===== config.mk =====
export PLATFORM = sky130hd
export DESIGN_NAME = l1a_save_bank
export DESIGN_NICKNAME = d
export VERILOG_FILES = /design/src/rtl/l1a_multi_checker_save_bank.sv
export SDC_FILE = /design/constraint.sdc
export NUM_CORES = 1
export LEC_CHECK = 0
export ABC_AREA = 1
export BUFFER_PORTS_ARGS = -buffer_cell sky130_fd_sc_hd__buf_4
export CORE_UTILIZATION = 25
export CTS_CLUSTER_SIZE = 24
export DETAILED_ROUTE_END_ITERATION = 8
export PLACE_DENSITY = 0.44
export SLEW_MARGIN = 20
export SYNTH_ARGS = -nofsm -noshare
export SYNTH_HDL_FRONTEND = slang
export SYNTH_SLANG_ARGS = --single-unit

===== constraint.sdc =====
create_clock -name CLK -period 6.1 [get_ports CLK]
set_input_delay 0.305 -clock CLK [delete_from_list [all_inputs] [get_ports CLK]]
set_output_delay 0.305 -clock CLK [all_outputs]
set_load 0.005 [all_outputs]

===== src/rtl/l1a_multi_checker_save_bank.sv =====
// Per-channel storage for headers that arrived ahead of the expected L1A.
module l1a_save_bank #(
    parameter int NCH  = 7,
    parameter int L1AW = 24,
    parameter int SW   = 3
) (
    input  logic            CLK,
    input  logic            RST,
    input  logic            wr_en,
    input  logic [SW-1:0]   wr_idx,
    input  logic [L1AW-1:0] wr_data,
    input  logic            clr_en,
    input  logic [SW-1:0]   clr_idx,
    input  logic [SW-1:0]   rd_idx,
    output logic [L1AW-1:0] rd_data,
    output logic            rd_vld
);

    logic [NCH-1:0][L1AW-1:0] val;
    logic [NCH-1:0]           vld;

    always_ff @(posedge CLK or posedge RST) begin
        if (RST) begin
            val <= '0;
            vld <= '0;
        end else begin
            if (clr_en) vld[clr_idx] <= 1'b0;
            if (wr_en) begin
                val[wr_idx] <= wr_data;
                vld[wr_idx] <= 1'b1;
            end
        end
    end

    assign rd_data = val[rd_idx];
    assign rd_vld  = vld[rd_idx];

endmodule


Word level (Yosys, flattened, before mapping)

Cells that the tools add are included.

Bits of input ports: 37
Bits in registers: 175
Word-level logic and storage cells: 31

Muxes and demuxes: 13
Order comparisons: 5
Reduce and logical (&&, ||, !) cells: 2
Bitwise gates (word level): 3

Operator list:

| cell                                                                                | number |
|---|---|
| 168-bit bitwise mux                                                                 | 1 |
| 24-bit binary-select mux with 3-bit select                                          | 1 |
| 24-bit demux with 3-bit select                                                      | 1 |
| 24-bit 2-to-1 mux                                                                   | 2 |
| 7-bit 2-to-1 mux                                                                    | 2 |
| 3-bit by 4-bit < comparator with 1-bit output, second input constant                | 3 |
| 7-bit bitwise AND                                                                   | 1 |
| 7-bit NOT                                                                           | 1 |
| 7-bit OR                                                                            | 1 |
| 1-bit demux with 3-bit select                                                       | 2 |
| 3-bit by 1-bit greater-or-equal comparator with 1-bit output, second input constant | 2 |
| 1-bit binary-select mux with 3-bit select                                           | 1 |
| 1-bit 2-to-1 mux                                                                    | 3 |
| 1-bit logical AND                                                                   | 2 |

Longest topological paths before layout

Gate-level depths: netlist of the first run.

Word-level depth: 9
Mapped depth: 8

Least setup slack after synthesis of the first run

OpenSTA, ideal clock, no wires.

Kind: input to output
Start: input port rd_idx[1]
End: output port rd_data[15]
Path slack: 4.694 ns
Path buffers: 2
Cell stages on the path: 7
Arrival: 1.101 ns
Data required time: 5.795 ns
Cell sequence: buf_2 -> inv_2 -> buf_1 -> nand3_1 -> nand2_1 -> nand2_1 -> nand2_1

Cells in the longest elaborated chain, start to end: 2

RTL lines:

| element                                    | line | source |
|---|---|---|
| start: declaration                         | 14   | `input logic [SW-1:0] rd_idx,` |
| 24-bit binary-select mux with 3-bit select | 35   | `assign rd_data = val[rd_idx];` |
| 24-bit 2-to-1 mux (not written as such)    | 35   |  |
| end: declaration                           | 15   | `output logic [L1AW-1:0] rd_data,` |

Every way passes these cells. The select of a mux whose other input is x is not followed.

Worst setup path in the final report of the first run

Start: input port rd_idx[0]
End: output port rd_data[4]

Same word-level chain as after synthesis.

==> reports/metrics.cfg, run 1 <==
[worst_setup_path]
timing.rr.end = val[136]
criticalPathCategory = input port to output pin
cp.arrival_ns = 2.71
worst-path-max-fanout = 77
reg2reg_from = val[136]
endpoint_kind = output pin
start_kind = input port
crit_start = rd_idx[0]
rrSetupSlack_ns = 5.38
worstPathRequired_ns = 5.79
endpoint = rd_data[4]
ff2ff_path_depth = 2

[yosys]
post-synth-top-area-fraction = 0.514
synth_top_area_cell = dfrtp_1
synth_flop_cell = dfrtp_1
synth-seq-cells = 175
yosysMostFrequentCell = nand2_1
postSynthCellCount = 1170
synth_edf_count = 0
syn_nets = 1207
netlist_top_cells_area = dfrtp_1 (51%), nand2_1 (22%), o21ai_0 (9.5%)
synth.distinct_cells = 15
syn_area_per_cell_sq_um = 7.28
yosys_warnings = 0
async_reset_ff_frac = 1.00
yosysSeqAreaShare = 0.514
synth_area_sq_mm = 0.00851
yosys-top-cells-count = nand2_1 (488), inv_1 (182), dfrtp_1 (175)

[cts]
tritoncts = built
cts_setup_buffers = 0
cts-htree-levels = 4
clk_path_buf_depth = 2
numCtsBuffers = 17
root_buffer = clkbuf_16
clock_latency_ns = 0.43
ctsHoldBuffers = 0
path_clk_slew_ns = 0.07
clock_sinks = 175
cts_resized = 0

[placed_design]
place_congestion = 0.687
hpwl_microns = 12700
io_buffers = 61

[pwr]
p_int_mw = 2.15
p_comb_frac = 0.178
power.leakage_nw = 5.31
power.density_mw_per_mm2 = 314
switching_share = 0.303
total_power_mw = 3.09
clockPowerShare = 0.341
peakVddDrop_uv = 200
seq_power_share = 0.481
power.switching_mw = 0.935

[detailed_routing]
postRouteAntennaNets = 0
route.detailed.drc = 0
drtIter0Drc = 492
drt_pass1_iterations = 5
wl_per_cell_microns = 14.1
viasPerCell = 4.21
wirelength_microns = 23200
routed-via-count = 6954

[die]
start_util = 0.254
design.die.area_sq_mm = 0.0348
rows = 67
die_h_microns = 187
ioPinCount = 62
core_area_sq_mm = 0.0335
die_x_microns = 187

[run]
max_cap_violations = 0

[timing]
clock_skew_ns = 0
setup_violations = 0
holdWs_ns = -0.00526
period_share = 0.495
fmax_mhz = 331
tightest_slew_ns = 1.01
rsz0062_at_grt = no
finalHoldViolCount = 2
finalSetupTns_ns = 0
report.final.slew_viol_count = 0
maxSlewHeadroom = 0.323
min_period_ns = 3.02

[layout]
layout-drive-gt1-share = 0.0915
syn2layout_area_growth_pct = 15.5
fillCellCount = 3756
nNetsFinal = 1226
antenna_cells = 0

[min_path]
hold_class = input port to asynchronous set/reset pin

[global_routing]
grt_max_degree = 81
grt_pass1_wl_microns = 38800
grt.total_usage = 0.142
grt-ovfl-total = 0
antenna_found_initial = 0
grt_pass1_vias = 6852

[status]
outcome = complete, but fails checks
violations = hold timing

-- layout by cell type, fill, tap and decap left out --
master / Yosys / routed
o21ai_0: 162 / 162
clkinv_2: 0 / 1
nand2_1: 488 / 482
nand3_1: 76 / 75
clkbuf_1: 32 / 1
dfrtp_1: 175 / 175
inv_2: 3 / 3
nor2_1: 3 / 3
nand2_2: 0 / 5
nor2_4: 1 / 1
clkinv_4: 0 / 6
inv_1: 182 / 181
nor2_2: 1 / 1
buf_4: 7 / 66
o21ai_1: 13 / 13
clkbuf_8: 0 / 2
nand2_4: 0 / 1
nand3_2: 0 / 1
inv_6: 0 / 6
clkbuf_16: 0 / 17
-- worst min path at each step --
stage,start,endpoint,slack (ns),cells past startpoint
after floorplan,val[0],val[0],0.45,2
after global placement,val[5],val[5],0.47,2
after detailed placement,val[135],val[135],0.47,2
after CTS,RST,val[59],0.03,2
after global routing,RST,val[59],0.04,2
final,RST,val[59],-0.005,2
-- power groups by stage --
stage | clock [mW] | combinational (mW) | sequential, mW
after global placement | 0 | 0.557 | 1.50
after floorplan | 0 | 0.406 | 1.48
after detailed placement | 0 | 0.563 | 1.51
after CTS | 1.08 | 0.564 | 1.49
after global routing | 1.14 | 0.664 | 1.52
final | 1.05 | 0.548 | 1.49
-- through the flow --
stage	hold slack, ns	util	instances	setup WS (ns)	cell area, sq um
after floorplan	0.453	-	1170	1.05	8510
after global placement	0.466	0.276	1618	3.03	9270
after detailed placement	0.473	0.276	1618	3.01	9270
after CTS	0.0325	0.293	1650	3.01	9830
after global routing	0.0439	0.293	1650	2.81	9830
final	-0.00526	0.293	1650	3.08	9830
-- cell type report --
cell class	count	area (sq um)	share of cell area
inverter	185	699	0.0711
tap	448	561	0.0570
multi-input combinational	744	3140	0.319
clock buffer	20	457	0.0464
sequential	175	4380	0.445
clock inverter	12	101	0.0103
timing repair buffer	66	495	0.0504
-- worst max-delay path, cell delays in order --
cell and delay (ns):
buf_4 0.74, inv_2 0.58, buf_4 0.45, nand2_1 0.13, nand3_1 0.08, nand2_1 0.08
nand2_1 0.06, nand2_1 0.12, buf_4 0.12
-- state kept, by name, summed over array words and instances, names as in the netlist --
name,flops
vld,7
val,168
-- layer usage --
metal	vias to the layer above	routed length [microns]	track usage
met5	-	0	0
met4	0	234	0.0366
met3	12	540	0.0218
met2	100	10800	0.232
met1	3270	11600	0.195
li1	3572	-	-
-- cell families (layout without fill, tap and decap cells) --
group	Yosys count	count (layout)	synth area share
AOI/OAI and AO/OA	175	175	0.103
buffers and inverters	251	283	0.119
DFF	175	175	0.514
and+or+nand+nor	569	569	0.263
(Power assumes the default switching activity.)
==> inputs of run 2 (changes only) <==
==> constraint.sdc (replaced) <==
create_clock -name CLK -period 2.8 [get_ports CLK]
set_input_delay 0.14 -clock CLK [delete_from_list [all_inputs] [get_ports CLK]]
set_output_delay 0.14 -clock CLK [all_outputs]
set_load 0.005 [all_outputs]
==> reports/metrics.cfg, run 2 (same netlist as run 1, synthesis figures left out) <==
[status]
outcome = finished, final reports clean

[cts]
tritoncts = built
cts_setup_buffers = 0  ; unchanged
clock_sinks = 175  ; unchanged
root_buffer = clkbuf_16
numCtsBuffers = 17  ; unchanged
cts-htree-levels = 4  ; unchanged
clock_latency_ns = 0.42  ; about the same
path_clk_slew_ns = 0.06  ; about the same
clk_path_buf_depth = 2  ; unchanged

[die]
start_util = 0.254  ; unchanged
rows = 67  ; unchanged
die_h_microns = 187  ; unchanged
ioPinCount = 62  ; unchanged
design.die.area_sq_mm = 0.0348  ; unchanged
core_area_sq_mm = 0.0335  ; unchanged
die_x_microns = 187  ; unchanged

[worst_setup_path]
worstPathRequired_ns = 2.66  ; -3.13 ns
cp.arrival_ns = 1.45  ; -1.26 ns
critPathTopFamily = buffers and inverters
slowest_delay_ns = 0.58  ; -0.16 ns
path_buf_inv = 3  ; -1
crit_path_cell_trace = buf_4 -> inv_2 -> nand2_1 -> nand2_1 -> buf_4
criticalPathCategory = input port to output pin
critPathSlowestCell = inv_2
start_kind = input port
worst-path-max-fanout = 26  ; -66%
endpoint_kind = output pin

[timing]
period_share = 0.567
report.final.slew_viol_count = 0  ; unchanged
holdWs_ns = 0.0315  ; +0.0368 ns
maxSlewHeadroom = 0.370  ; +0.0476
tightest_slew_ns = 0.941  ; -0.0712 ns
finalHoldViolCount = 0  ; -2
clock_skew_ns = 0  ; unchanged
fmax_mhz = 630
min_period_ns = 1.59
fin_ws_ns = 1.21  ; -1.87 ns
setup_violations = 0  ; unchanged
finalSetupTns_ns = 0  ; unchanged
rsz0062_at_grt = no

[pwr]
total_power_mw = 6.78  ; +120%
power.leakage_nw = 5.39  ; +1.6%
peakVddDrop_uv = 267  ; +34%
power.density_mw_per_mm2 = 678  ; +120%

[detailed_routing]
drt_pass1_iterations = 5  ; unchanged
routed-via-count = 7090  ; +2.0%
postRouteAntennaNets = 0  ; unchanged
viasPerCell = 4.26  ; +0.98%
wirelength_microns = 24000  ; +3.4%
drtIter0Drc = 534  ; +8.5%
route.detailed.drc = 0  ; unchanged
wl_per_cell_microns = 14.4  ; +2.4%

[placed_design]
placed_area_sq_mm = 0.00944  ; +1.8%
place_congestion = 0.694  ; +0.99%
place_ws_ns = 1.17  ; -1.84 ns
hpwl_microns = 14400  ; +13%
io_buffers = 61  ; unchanged

[layout]
fillCellCount = 3750  ; -0.16%
layout_common_cells = nand2_1 (482), inv_1 (181), dfrtp_1 (175)
layout-drive-gt1-share = 0.102  ; +0.0103
largest_register_ffs = 168  ; unchanged
multi_input_area_sq_mm = 0.00314  ; -0.16%
nNetsFinal = 1243  ; +1.4%
mostFrequentLayoutCell = nand2_1
antenna_cells = 0  ; unchanged
syn2layout_area_growth_pct = 17.5
regMostFlops = val
post-route-cell-area_sq_mm = 0.0100  ; +1.7%
largestRegisters = val: 168 flops, vld: 7 flops
seqCellArea_sq_mm = 0.00438  ; unchanged

[global_routing]
grt_pass1_vias = 6829  ; -0.34%
grt-ovfl-total = 0  ; unchanged
grt_max_degree = 60  ; -26%
grt.total_usage = 0.142  ; +0.000430
antenna_found_initial = 0  ; unchanged
grt_pass1_wl_microns = 38600  ; -0.50%

[run]
max_cap_violations = 0  ; unchanged

[min_path]
hold_class = input port to flop

==> run 2: changes by cell type in the layout (fill, tap and decap cells not counted), moves of 2 or more <==
cell	previous run	this run
bufinv_16	0	2
buf_12	0	4
buf_4	66	78
inv_6	6	0
clkbuf_8	2	0
clkinv_2	1	7
clkinv_4	6	3
==> run 2: metal layers <==
layer / share of wire / vias to the layer above / track usage
met5: 0 / - / 0
met4: 0.0084 / 0 / 0.0322
met3: 0.028 / 15 / 0.0211
met2: 0.46 / 113 / 0.235
met1: 0.50 / 3351 / 0.196
li1: - / 3611 / -
==> run 2: final cells by class <==
cell class | instances | area share
tap | 448 | 0.0560
multi-input combinational | 744 | 0.314
inverter | 185 | 0.0698
clock inverter | 12 | 0.0121
timing repair buffer | 83 | 0.0675
sequential | 175 | 0.438
clock buffer | 19 | 0.0433
==> run 2: path summary, 6_finish.rpt <==
kind / cells past startpoint / start / slack, ns / end
max: 5 / rd_idx[2] / 1.21 / rd_data[4]
min: 4 / clr_idx[1] / 0.03 / vld[6]
max reg2reg: 2 / val[93] / 2.09 / val[93]
min reg2reg: 2 / val[7] / 0.48 / val[7]
max in group asynchronous: 4 / RST / 1.65 / val[19]
min in group asynchronous: 3 / RST / 0.36 / val[36]
==> run 2: worst reg2reg max path: cells and delay by family, from the launching register on <==
| family | cells | cell delay (ns) |
|---|---|---|
| AOI/OAI and AO/OA | 1 | 0.10 |
| DFF | 1 | 0.39 |
| and+or+nand+nor | 1 | 0.06 |
==> run 2: timing repair <==
action                    in CTS  in global routing
hold endpoints to repair      22                  0
hold buffers                   1                  0
gates resized for setup        0                  0
==> run 2: metrics by stage <==
stage	util	std cells
global route	0.298	1666
floorplan	-	1170
CTS	0.298	1666
finish	0.298	1666
global placement	0.282	1634
detailed placement	0.282	1634
==> run 2: power by group <==
| part | total [mW] | internal, mW | switching (mW) | leakage [nW] |
|---|---|---|---|---|
| Sequential | 3.24 | 3.00 | 0.240 | 2.20 |
| Combinational | 1.23 | 0.502 | 0.723 | 2.91 |
| Clock | 2.32 | 1.30 | 1.01 | 0.280 |
| Total | 6.78 | 4.81 | 1.98 | 5.39 |
==> inputs of run 3 (changes only) <==
--- a/config.mk
+++ b/config.mk
@@ -5,7 +5,7 @@
 export SDC_FILE = /design/constraint.sdc
 export NUM_CORES = 1
 export LEC_CHECK = 0
-export ABC_AREA = 1
+export ABC_AREA = 0
 export BUFFER_PORTS_ARGS = -buffer_cell sky130_fd_sc_hd__buf_4
 export CORE_UTILIZATION = 25
 export CTS_CLUSTER_SIZE = 24
==> constraint.sdc (replaced) <==
create_clock -name CLK -period 1.5 [get_ports CLK]
set_input_delay 0.075 -clock CLK [delete_from_list [all_inputs] [get_ports CLK]]
set_output_delay 0.075 -clock CLK [all_outputs]
set_load 0.005 [all_outputs]
==> reports/metrics.cfg, run 3 <==
[global_routing]
grt_pass1_vias = 5731  ; -16%
grt_pass1_wl_microns = 34500  ; -11%
grt-ovfl-total = 0  ; unchanged
grt_max_degree = 62  ; +3.3%
antenna_found_initial = 2  ; +2
grt.total_usage = 0.139  ; -0.00376

[timing]
fmax_mhz = 644
report.final.slew_viol_count = 0  ; unchanged
fin_ws_ns = -0.0539  ; -1.27 ns
maxSlewHeadroom = 0.684  ; +0.314
period_share = 1.04
finalSetupTns_ns = -0.158  ; -0.158 ns
finalHoldViolCount = 0  ; unchanged
holdWs_ns = 0.0556  ; +0.0241 ns
clock_skew_ns = 0  ; unchanged
tightest_slew_ns = 0.473  ; -0.468 ns
setup_violations = 5  ; +5
min_period_ns = 1.55
rsz0062_at_grt = yes

[placed_design]
hpwl_microns = 13100  ; -9.1%
io_buffers = 61  ; unchanged
placed_cells = 1073  ; -34%
place_congestion = 0.721  ; +3.8%

[yosys]
syn_area_per_cell_sq_um = 13.8  ; +90%
syn_nets = 625  ; -48%
synth_flop_cell = dfrtp_1
yosys_warnings = 0  ; unchanged
async_reset_ff_frac = 1.00  ; unchanged
synth_area_sq_mm = 0.00812  ; -4.6%
post-synth-top-area-fraction = 0.539  ; +0.0248
yosys-top-cells-count = dfrtp_1 (175), mux2_2 (165), mux2i_1 (75)
synth.distinct_cells = 24  ; +9
synth-seq-cells = 175  ; unchanged
synth_edf_count = 0  ; unchanged
netlist_top_cells_area = dfrtp_1 (54%), mux2_2 (23%), mux2i_1 (9.2%)
synth_top_area_cell = dfrtp_1
yosysSeqAreaShare = 0.539  ; +0.0248
postSynthCellCount = 588  ; -50%
yosysMostFrequentCell = dfrtp_1

[layout]
final_util = 0.338  ; +0.0398
nNetsFinal = 730  ; -41%
instances_no_fill = 1142  ; -31%
fillCellCount = 3140  ; -16%
regMostFlops = val
layout_common_cells = dfrtp_1 (175), mux2_2 (165), mux2i_1 (74)
layout-drive-gt1-share = 0.503  ; +0.401
largestRegisters = val: 168 flops, vld: 7 flops
mostFrequentLayoutCell = dfrtp_1
syn2layout_area_growth_pct = 32.4
largest_register_ffs = 168  ; unchanged

[pwr]
peakVddDrop_uv = 833  ; +210%
power.density_mw_per_mm2 = 1270  ; +87%
power.leakage_nw = 4.57  ; -15%

[die]
start_util = 0.255  ; +0.00152
rows = 65  ; -3.0%
die_h_microns = 182  ; -2.3%
ioPinCount = 62  ; unchanged
core_area_sq_mm = 0.0318  ; -5.2%
design.die.area_sq_mm = 0.0332  ; -4.6%
die_x_microns = 182  ; -2.3%

[min_path]
whs_path_depth = 4  ; unchanged
hold_class = input port to flop

[detailed_routing]
routed-via-count = 5166  ; -27%
route.detailed.drc = 0  ; unchanged
wl_per_cell_microns = 18.9  ; +31%
drt_pass1_iterations = 4  ; -1
wirelength_microns = 21500  ; -10%
viasPerCell = 4.52  ; +6.3%
postRouteAntennaNets = 0  ; unchanged
drtIter0Drc = 214  ; -60%

[worst_setup_path]
crit_path_cell_trace = nand2_1 -> o221a_2 -> a221oi_2 -> buf_4
endpoint_kind = output pin
worst-path-max-fanout = 2  ; -92%
cp.arrival_ns = 1.48  ; +0.03 ns
criticalPathCategory = flop to output pin
ff2ff_path_depth = 3  ; +1
worstPathRequired_ns = 1.42  ; -1.24 ns
critPathSlowestCell = dfrtp_1
start_kind = flop
slowest_delay_ns = 0.35  ; -0.23 ns

[cts]
clock_latency_ns = 0.43  ; about the same
clk_path_buf_depth = 2  ; unchanged
cts-htree-levels = 4  ; unchanged
clock_sinks = 175  ; unchanged
root_buffer = clkbuf_16
tritoncts = built
path_clk_slew_ns = 0.07  ; about the same
numCtsBuffers = 17  ; unchanged

[status]
outcome = complete, but fails checks
violations = setup timing

[run]
max_cap_violations = 0  ; unchanged

[run 3: cell count changes after synthesis, sizes merged, moves of 7 or more]
cell    previous run  this run
nand2            488        31
clkbuf            32        12
mux2               0       168
or2                0        24
nand3             76         0
mux2i              0        75
a22o               0        24
buf               34        27
nand2b             0         8
a31oi              0        24
inv              185         1
o21ai            175         5
[run 3: stage by stage]
step                area, sq um  setup WS [ns]  power [mW]
floorplan                  8130         -0.814        7.95
global placement           9350         0.0389        8.75
detailed placement         9350         0.0519        8.90
CTS                       10600        -0.0818        13.7
global route              10800         -0.123        14.4
finish                    10800        -0.0539        13.6
[run 3: timing repair]
action                                 4_1_cts  5_1_grt
resized for setup                           71       19
hold buffers                                28        0
setup endpoints to repair                   25       25
pin swaps                                   33       32
setup buffers                                3        6
endpoints found under the hold margin      346        0
[run 3: power breakdown]
| part | total (mW) | switching, mW | internal [mW] | leakage (nW) |
|---|---|---|---|---|
| logic | 3.06 | 1.23 | 1.84 | 2.21 |
| registers | 6.25 | 0.504 | 5.75 | 2.10 |
| clock network | 4.33 | 2.12 | 2.21 | 0.270 |
[run 3: critical path, delay by kind of cell (launching register included)]
kind	cells	cell delay (ns)
AO/OA/AOI/OAI	2	0.49
buffers and inverters	1	0.16
flip-flops	1	0.35
AND/OR/NAND/NOR	1	0.05
[run 3: layout make-up]
cell class | instances | area (sq um) | share of cell area
flip-flops and latches | 175 | 4380 | 0.407
multi-input cells | 373 | 3930 | 0.365
inverters | 1 | 7.51 | 0.000698
clock inverters | 15 | 151 | 0.0141
well taps | 435 | 544 | 0.0506
repair buffers | 125 | 1320 | 0.122
diodes | 1 | 2.50 | 0.000233
clock buffers | 17 | 425 | 0.0396
[run 3: final timing paths]
check	start	endpoint	slack, ns
max	vld[5]	rd_vld	-0.05
min	clr_idx[0]	vld[3]	0.06
max reg2reg	vld[1]	vld[1]	0.32
min reg2reg	val[1]	val[1]	0.50
max in group asynchronous	RST	val[154]	0.82
min in group asynchronous	RST	val[35]	0.37
[run 3: routing by layer]
metal  up-vias  track usage  routed length [microns]
li1       2353            -                        -
met1      2711        0.188                    10400
met2        75        0.224                    10200
met3        25       0.0235                      584
met4         2       0.0461                      340
met5         -            0                       17
[run 3: logic make-up after synthesis]
| logic type | count (synthesis) | share of synthesized area |
|---|---|---|
| muxes | 243 | 0.325 |
| DFF | 175 | 0.539 |
| and+or+nand+nor | 73 | 0.0561 |
| AOI/OAI and AO/OA | 57 | 0.0518 |
| buffers and inverters | 40 | 0.0276 |
